[config.mk]
export PLATFORM = sky130hd
export DESIGN_NAME = bomb_game_top
export DESIGN_NICKNAME = d
export VERILOG_FILES = /design/src/rtl/bomb_game_top.sv
export SDC_FILE = /design/constraint.sdc
export NUM_CORES = 1
export LEC_CHECK = 0
export ABC_CLOCK_PERIOD_IN_PS = 8100
export BUFFER_PORTS_ARGS = -buffer_cell sky130_fd_sc_hd__buf_4
export CORE_ASPECT_RATIO = 1.2
export CORE_MARGIN = 5
export CORE_UTILIZATION = 56
export DETAILED_ROUTE_END_ITERATION = 16
export GPL_ROUTABILITY_DRIVEN = 1
export PLACE_DENSITY = 0.72
export SLEW_MARGIN = 0
export SYNTH_ARGS = -nofsm -noshare
export SYNTH_HDL_FRONTEND = slang
export SYNTH_SLANG_ARGS = --single-unit
[constraint.sdc]
create_clock -name clk -period 8.1 [get_ports clk]
set_input_delay 1.62 -clock clk [delete_from_list [all_inputs] [get_ports clk]]
set_output_delay 1.62 -clock clk [all_outputs]
set_load 0.03 [all_outputs]
[src/rtl/bomb_game_top.sv]
// Defuse-the-bomb game: button front end, lives/timer FSM, seven-segment and TFT serial links.
// Define AUDIO_EN to build the tone generator; otherwise audio is tied low.
module bomb_game_top #(
    parameter int CLK_HZ    = 12000000,
    parameter int START_SEC = 300,
    parameter int SCK_DIV   = 4,
    parameter int TONE_DIV  = 6000
) (
    input  logic       clk,
    input  logic       rst,
    input  logic [5:0] button,
    output logic       ssdec_sdi,
    output logic       ssdec_ss,
    output logic       ssdec_sck,
    output logic       tft_sck,
    output logic       tft_sdi,
    output logic       tft_dc,
    output logic       tft_rst,
    output logic       tft_cs,
    output logic [2:0] tft_state,
    output logic       audio
);
    typedef enum logic [1:0] {MENU = 2'd0, PLAY = 2'd1, LOST = 2'd2, WON = 2'd3} state_t;

    localparam logic [5:0] B_SELECT = 6'b000001;
    localparam logic [5:0] B_UP     = 6'b000010;
    localparam logic [5:0] B_RIGHT  = 6'b000100;
    localparam logic [5:0] B_DOWN   = 6'b001000;
    localparam logic [5:0] B_BACK   = 6'b100000;
    localparam int TICK_W = (CLK_HZ > 1) ? $clog2(CLK_HZ) : 1;
    localparam int SCK_W  = (SCK_DIV > 1) ? $clog2(SCK_DIV) : 1;
    localparam logic [7:0] RESET_STATUS = 8'h18;

    function automatic logic [5:0] code_at(input logic [1:0] mod, input logic [1:0] step);
        logic [5:0] c;
        case ({mod, step})
            4'b0000: c = B_RIGHT;
            4'b0001: c = B_DOWN;
            4'b0010: c = B_SELECT;
            4'b0100: c = B_RIGHT;
            4'b0101: c = B_RIGHT;
            4'b0110: c = B_UP;
            4'b1000: c = B_RIGHT;
            4'b1001: c = B_UP;
            4'b1010: c = B_RIGHT;
            default: c = 6'b000000;
        endcase
        return c;
    endfunction

    function automatic logic [7:0] seg7(input logic [3:0] d);
        logic [7:0] s;
        case (d)
            4'd0: s = 8'h3F;
            4'd1: s = 8'h06;
            4'd2: s = 8'h5B;
            4'd3: s = 8'h4F;
            4'd4: s = 8'h66;
            4'd5: s = 8'h6D;
            4'd6: s = 8'h7D;
            4'd7: s = 8'h07;
            4'd8: s = 8'h7F;
            4'd9: s = 8'h6F;
            default: s = 8'h00;
        endcase
        return s;
    endfunction

    logic [5:0] btn_s1_r, btn_s2_r, btn_prev_r, btn_code_r;
    logic       btn_armed_r, btn_stb_r, btn_onehot_s;
    state_t     state_r;
    logic [1:0] lives_r, module_r, step_r;
    logic [15:0] timer_r;
    logic [TICK_W-1:0] tick_cnt_r;
    logic [5:0] exp_code_s;
    logic       hit_s, win_s, tick_s;
    logic [SCK_W-1:0] sck_cnt_r;
    logic       half_tick_s;
    logic [31:0] frame_s, ss_sh_r;
    logic [4:0] ss_bit_r;
    logic       ss_r, ss_sck_r;
    logic [7:0] status_s, tft_last_r, tft_pend_val_r, tft_sh_r;
    logic [2:0] tft_bit_r;
    logic       tft_pend_r, tft_cs_r, tft_sck_r, tft_dc_r, tft_rst_r;

    always_comb btn_onehot_s = (btn_s2_r != 6'd0) && ((btn_s2_r & (btn_s2_r - 6'd1)) == 6'd0);

    // Synchronize the buttons and emit one strobe per press; re-arm only after release.
    always_ff @(posedge clk) begin
        if (rst) begin
            btn_s1_r    <= 6'd0;
            btn_s2_r    <= 6'd0;
            btn_prev_r  <= 6'd0;
            btn_code_r  <= 6'd0;
            btn_armed_r <= 1'b0;
            btn_stb_r   <= 1'b0;
        end else begin
            btn_s1_r   <= button;
            btn_s2_r   <= btn_s1_r;
            btn_prev_r <= btn_s2_r;
            btn_stb_r  <= 1'b0;
            if (btn_s2_r == 6'd0) begin
                btn_armed_r <= 1'b1;
            end else if (btn_armed_r && (btn_s2_r == btn_prev_r)) begin
                btn_armed_r <= 1'b0;
                btn_stb_r   <= btn_onehot_s;
                btn_code_r  <= btn_s2_r;
            end
        end
    end

    // Decode the current press against the expected code of the active module.
    always_comb begin
        exp_code_s = code_at(module_r, step_r);
        hit_s      = btn_stb_r && (btn_code_r == exp_code_s);
        win_s      = hit_s && (module_r == 2'd2) && (step_r == 2'd2);
        tick_s     = (tick_cnt_r == TICK_W'(CLK_HZ - 1));
    end

    // Game FSM; a winning press beats the timer running out in the same cycle.
    always_ff @(posedge clk) begin
        if (rst) begin
            state_r    <= MENU;
            lives_r    <= 2'd3;
            timer_r    <= 16'(START_SEC);
            module_r   <= 2'd0;
            step_r     <= 2'd0;
            tick_cnt_r <= '0;
        end else begin
            case (state_r)
                MENU: begin
                    if (btn_stb_r && (btn_code_r == B_SELECT)) begin
                        state_r    <= PLAY;
                        lives_r    <= 2'd3;
                        timer_r    <= 16'(START_SEC);
                        module_r   <= 2'd0;
                        step_r     <= 2'd0;
                        tick_cnt_r <= '0;
                    end
                end
                PLAY: begin
                    if (tick_s) begin
                        tick_cnt_r <= '0;
                        if (timer_r != 16'd0) timer_r <= timer_r - 16'd1;
                    end else begin
                        tick_cnt_r <= tick_cnt_r + TICK_W'(1);
                    end
                    if (win_s) begin
                        state_r <= WON;
                    end else if (hit_s) begin
                        if (step_r == 2'd2) begin
                            module_r <= module_r + 2'd1;
                            step_r   <= 2'd0;
                        end else begin
                            step_r <= step_r + 2'd1;
                        end
                    end else if (btn_stb_r && (btn_code_r == B_BACK)) begin
                        step_r <= 2'd0;
                    end else if (btn_stb_r) begin
                        step_r <= 2'd0;
                        if (lives_r == 2'd1) begin
                            lives_r <= 2'd0;
                            state_r <= LOST;
                        end else begin
                            lives_r <= lives_r - 2'd1;
                        end
                    end
                    if ((tick_s && (timer_r <= 16'd1)) && !win_s) state_r <= LOST;
                end
                LOST, WON: begin
                    if (btn_stb_r) state_r <= MENU;
                end
                default: state_r <= MENU;
            endcase
        end
    end

    // Shared half-period divider for both serial clocks.
    always_ff @(posedge clk) begin
        if (rst) sck_cnt_r <= '0;
        else if (half_tick_s) sck_cnt_r <= '0;
        else sck_cnt_r <= sck_cnt_r + SCK_W'(1);
    end

    always_comb begin
        half_tick_s = (sck_cnt_r == SCK_W'(SCK_DIV - 1));
        frame_s = {seg7(4'(timer_r / 16'd60)), seg7(4'((timer_r % 16'd60) / 16'd10)),
                   seg7(4'(timer_r % 16'd10)), seg7({2'b00, lives_r})};
        status_s = {1'b0, state_r, lives_r, module_r, 1'b0};
    end

    // Seven-segment frames back to back; data moves on sck falling edges.
    always_ff @(posedge clk) begin
        if (rst) begin
            ss_r     <= 1'b1;
            ss_sck_r <= 1'b0;
            ss_sh_r  <= 32'd0;
            ss_bit_r <= 5'd0;
        end else if (half_tick_s) begin
            if (ss_r) begin
                ss_r     <= 1'b0;
                ss_sh_r  <= frame_s;
                ss_bit_r <= 5'd0;
            end else if (!ss_sck_r) begin
                ss_sck_r <= 1'b1;
            end else begin
                ss_sck_r <= 1'b0;
                if (ss_bit_r == 5'd31) begin
                    ss_r    <= 1'b1;
                    ss_sh_r <= 32'd0;
                end else begin
                    ss_bit_r <= ss_bit_r + 5'd1;
                    ss_sh_r  <= {ss_sh_r[30:0], 1'b0};
                end
            end
        end
    end

    // TFT status link; a change seen mid-byte overwrites the pending value.
    always_ff @(posedge clk) begin
        if (rst) begin
            tft_rst_r      <= 1'b0;
            tft_cs_r       <= 1'b1;
            tft_sck_r      <= 1'b0;
            tft_dc_r       <= 1'b0;
            tft_sh_r       <= 8'd0;
            tft_bit_r      <= 3'd0;
            tft_pend_r     <= 1'b0;
            tft_pend_val_r <= 8'd0;
            tft_last_r     <= RESET_STATUS;
        end else begin
            tft_rst_r <= 1'b1;
            if (half_tick_s) begin
                if (tft_cs_r) begin
                    if (tft_pend_r) begin
                        tft_pend_r <= 1'b0;
                        tft_cs_r   <= 1'b0;
                        tft_dc_r   <= 1'b1;
                        tft_sh_r   <= tft_pend_val_r;
                        tft_bit_r  <= 3'd0;
                    end
                end else if (!tft_sck_r) begin
                    tft_sck_r <= 1'b1;
                end else begin
                    tft_sck_r <= 1'b0;
                    if (tft_bit_r == 3'd7) begin
                        tft_cs_r <= 1'b1;
                        tft_dc_r <= 1'b0;
                        tft_sh_r <= 8'd0;
                    end else begin
                        tft_bit_r <= tft_bit_r + 3'd1;
                        tft_sh_r  <= {tft_sh_r[6:0], 1'b0};
                    end
                end
            end
            if (status_s != tft_last_r) begin
                tft_last_r     <= status_s;
                tft_pend_r     <= 1'b1;
                tft_pend_val_r <= status_s;
            end
        end
    end

    assign ssdec_ss  = ss_r;
    assign ssdec_sck = ss_sck_r;
    assign ssdec_sdi = ss_sh_r[31];
    assign tft_cs    = tft_cs_r;
    assign tft_sck   = tft_sck_r;
    assign tft_sdi   = tft_sh_r[7];
    assign tft_dc    = tft_dc_r;
    assign tft_rst   = tft_rst_r;
    assign tft_state = {1'b0, state_r};

`ifdef AUDIO_EN
    localparam int TONE_W = (TONE_DIV > 1) ? $clog2(TONE_DIV) : 1;
    localparam int DUR_W  = $clog2(CLK_HZ / 2 + 2);
    logic [TONE_W-1:0] tone_cnt_r;
    logic [DUR_W-1:0]  dur_r;
    logic [1:0]        lives_q_r;
    state_t            state_q_r;
    logic              tone_r, audio_r;

    // Tone bursts on errors and on winning, continuous while lost.
    always_ff @(posedge clk) begin
        if (rst) begin
            tone_cnt_r <= '0;
            tone_r     <= 1'b0;
            dur_r      <= '0;
            lives_q_r  <= 2'd3;
            state_q_r  <= MENU;
            audio_r    <= 1'b0;
        end else begin
            lives_q_r <= lives_r;
            state_q_r <= state_r;
            if (tone_cnt_r == TONE_W'(TONE_DIV - 1)) begin
                tone_cnt_r <= '0;
                tone_r     <= ~tone_r;
            end else begin
                tone_cnt_r <= tone_cnt_r + TONE_W'(1);
            end
            if ((state_r == WON) && (state_q_r != WON)) dur_r <= DUR_W'(CLK_HZ / 2);
            else if (lives_r < lives_q_r) dur_r <= DUR_W'(CLK_HZ / 10);
            else if (dur_r != '0) dur_r <= dur_r - DUR_W'(1);
            audio_r <= ((state_r == LOST) || (dur_r != '0)) && tone_r;
        end
    end

    assign audio = audio_r;
`else
    assign audio = 1'b0;
`endif
endmodule

==> run_results.csv <==
group,metric,value,unit
clock_network,cts.sinks,138,
placement,place_congestion,0.909,
worst_hold_path,hold_depth,1,
drt,dr.pass1.iters,6,
placement,dp_hpwl,17000,um
status,status,"finished, final reports clean",
clock_network,cts_resized,0,
yosys,seq_area_frac_synth,26.8,%
clock_network,cts_hold_buf,0,
yosys,ys_ff_latch,138,
yosys,synth_edf_count,0,
worst_hold_path,hold_path_class,"reg2reg",
drt,via_per_inst,6.37,
yosys,avgSynthCellArea,7.83,um^2
power,powerDensity,172,mW/mm^2
layout,layout_commonest_cell,"nor2_1",
layout,area_growth,5.98,%
floorplan,die-area,0.0212,mm^2
global_route,grt_pass1_wl,40500,um
sta,slew_headroom,33.0,%
floorplan,pin_count,20,
yosys,synth_top_area_share,26.8,%
power,power_leakage,0.00411,uW
layout,final_util,60.1,%
global_route,grt_pass1_vias,8514,
floorplan,core,0.0182,mm^2
sta,slew_violations,0,
clock_network,numCtsBuffers,17,
yosys,async_flop_share,0,%
yosys,yosysWarnings,0,
clock_network,h-tree-depth,4,
sta,tightest_slew,1000,ps
worst_setup_path,worst-path-max-fanout,31,
clock_network,post_cts_buffers,0,
floorplan,fp-row-count,54,
drt,drc,0,
drt,ant_nets,0,
sta,fmax,149,MHz
global_route,grt_max_degree,92,
worst_setup_path,setup.worst_path.end_class,"flop",
sta,rsz0062_at_grt,"false",
layout,final_cell_mix,"nor2_1 (150), dfxtp_1 (138), nand2_1 (102)",
yosys,synthCells,1317,
clock_network,cts_tree,"built",
layout,fin_nets,1315,
floorplan,start_util,56.7,%
clock_network,clkTransAtPathRegs,70,ps
drt,vias,9617,
power,p_total,1880,uW
global_route,grt_use_total,22.1,%
global_route,grt-ovfl-total,0,
placement,io_buffers,17,
worst_setup_path,required,8380,ps
layout,diodes,0,
drt,wirelength,24000,um
sta,layout_min_cycle_time,6730,ps
drt,wl_per_cell,15.9,um
yosys,ys.flop_type,"dfxtp_1",
global_route,antenna_found_initial,0,
worst_setup_path,critPathKind,"reg2reg",
power,peakVddDrop,161,uV
drt,drt-initial-drc-count,805,
clock_network,clk_path_buf_depth,2,
layout,drive_gt1_share,10.4,%
sta,setup_viol,0,
worst_setup_path,r2r_cells,21,
sta,finalSetupTns,0,ps
sta,finalHoldViolCount,0,
floorplan,die_h,159,um
yosys,synth_area,0.0103,mm^2
placement,dpl_cell_area,0.0103,mm^2
run,maxCapViolations,0,
worst_setup_path,arrival,7010,ps
yosys,yosysTopAreaCell,"dfxtp_1",
layout,postLayoutCellArea,0.0109,mm^2
sta,hold_slack,427,ps
yosys,ys_types,122,
worst_setup_path,start_kind,"flop",
sta,finalCritPeriodShare,83.1,%
clock_network,cts_root_buf,"clkbuf_16",
sta,skew,10.2,ps
yosys,synth.area.top_cells,"dfxtp_1 (27%), nor2_1 (5.5%), ha_1 (4.2%)",
floorplan,dieWidth,134,um
clock_network,clk_latency,430,ps
-- cells by family (layout without fill, tap and decap cells) --
group                    Yosys count  after routing  share of synthesized area [%]
AND/OR/NAND/NOR                  549            549                           27.8
AO/OA/AOI/OAI                    398            398                           28.4
flip-flops                       138            138                           26.8
buffers and inverters            125             92                           5.72
XOR/XNOR                          45             45                           4.04
adder cells (fa/ha/maj)           36             36                           4.36
multiplexers                      25             25                           2.79
other                              1              2                         0.0364
-- cell usage after synthesis (10+ instances only) --
cell type	n
a211oi_1	21
a21o_1	13
a21oi_1	80
a221oi_1	10
a22oi_1	28
a31oi_1	14
and3_1	27
buf_2	15
clkbuf_1	55
dfxtp_1	138
ha_1	35
inv_1	33
mux2i_1	18
nand2_1	102
nand2b_1	14
nand3_1	45
nand4_1	17
nor2_1	150
nor2b_1	31
nor3_1	42
nor3b_1	19
nor4_1	10
o211ai_1	12
o21ai_0	69
or3_1	17
xnor2_1	26
xor2_1	16
-- routing by layer --
layer,vias up,share of wire (%),GRT usage (%)
met4,0,1.7,6.42
met3,43,3.4,2.81
li1,4815,-,-
met5,-,0,0
met1,4529,44,27.8
met2,230,50,39.9
-- where the power goes --
group / total [uW] / internal [uW] / leakage, uW / switching (uW)
sequential: 745 / 711 / 0.00112 / 34.0
clock: 776 / 439 / 0.000287 / 336
combinational: 361 / 149 / 0.00270 / 212
total: 1880 / 1300 / 0.00411 / 583
-- cell type report --
class,instances,area [um^2]
clock buffer,17,425
sequential,138,2760
fill,1655,7250
tap,224,280
inverter,34,128
timing repair buffer,26,195
clock inverter,15,170
multi-input combinational,1055,6970
-- sequential cells by signal, summed over array words and instances (netlist names), 3 cells and up --
signal          count
ss_sh_r            32
tick_cnt_r         24
timer_r            16
tft_sh_r            7
btn_code_r          6
btn_prev_r          6
btn_s1_r            6
btn_s2_r            6
tft_pend_val_r      6
ss_bit_r            5
tft_bit_r           3
-- through the flow --
stage          cells  setup WS (ps)
5_1_grt         1509            723
2_1_floorplan   1318           2650
6_report        1509           1370
4_1_cts         1509           1380
3_5_place_dp    1477           1390
3_3_place_gp    1477           1590
-- worst paths after layout --
kind | slack, ps | start | to
worst max-delay path | 1370 | timer_r[14] | ss_sh_r[21]
worst min-delay path | 430 | sck_cnt_r[0] | sck_cnt_r[0]
worst min register to register | 430 | sck_cnt_r[0] | sck_cnt_r[0]
worst max register to register | 1370 | timer_r[14] | ss_sh_r[21]
-- worst max-delay path, cell delays in order, from the launching register on --
cell and delay [ps]:
dfxtp_1 980, o221ai_1 300, and3_1 310, o221a_1 240, o32a_1 330, a211o_1 290, a21oi_2 450, a211oi_1 190
or3_4 410, or4_1 470, nand4_1 120, and2_4 200, and2_4 160, a211oi_1 60, o211ai_2 490, or4b_1 480
nand2_1 100, a211oi_1 90, ha_1 230, mux2_1 300, a222oi_1 310, nor2_1 60
(Power assumes the default switching activity.)
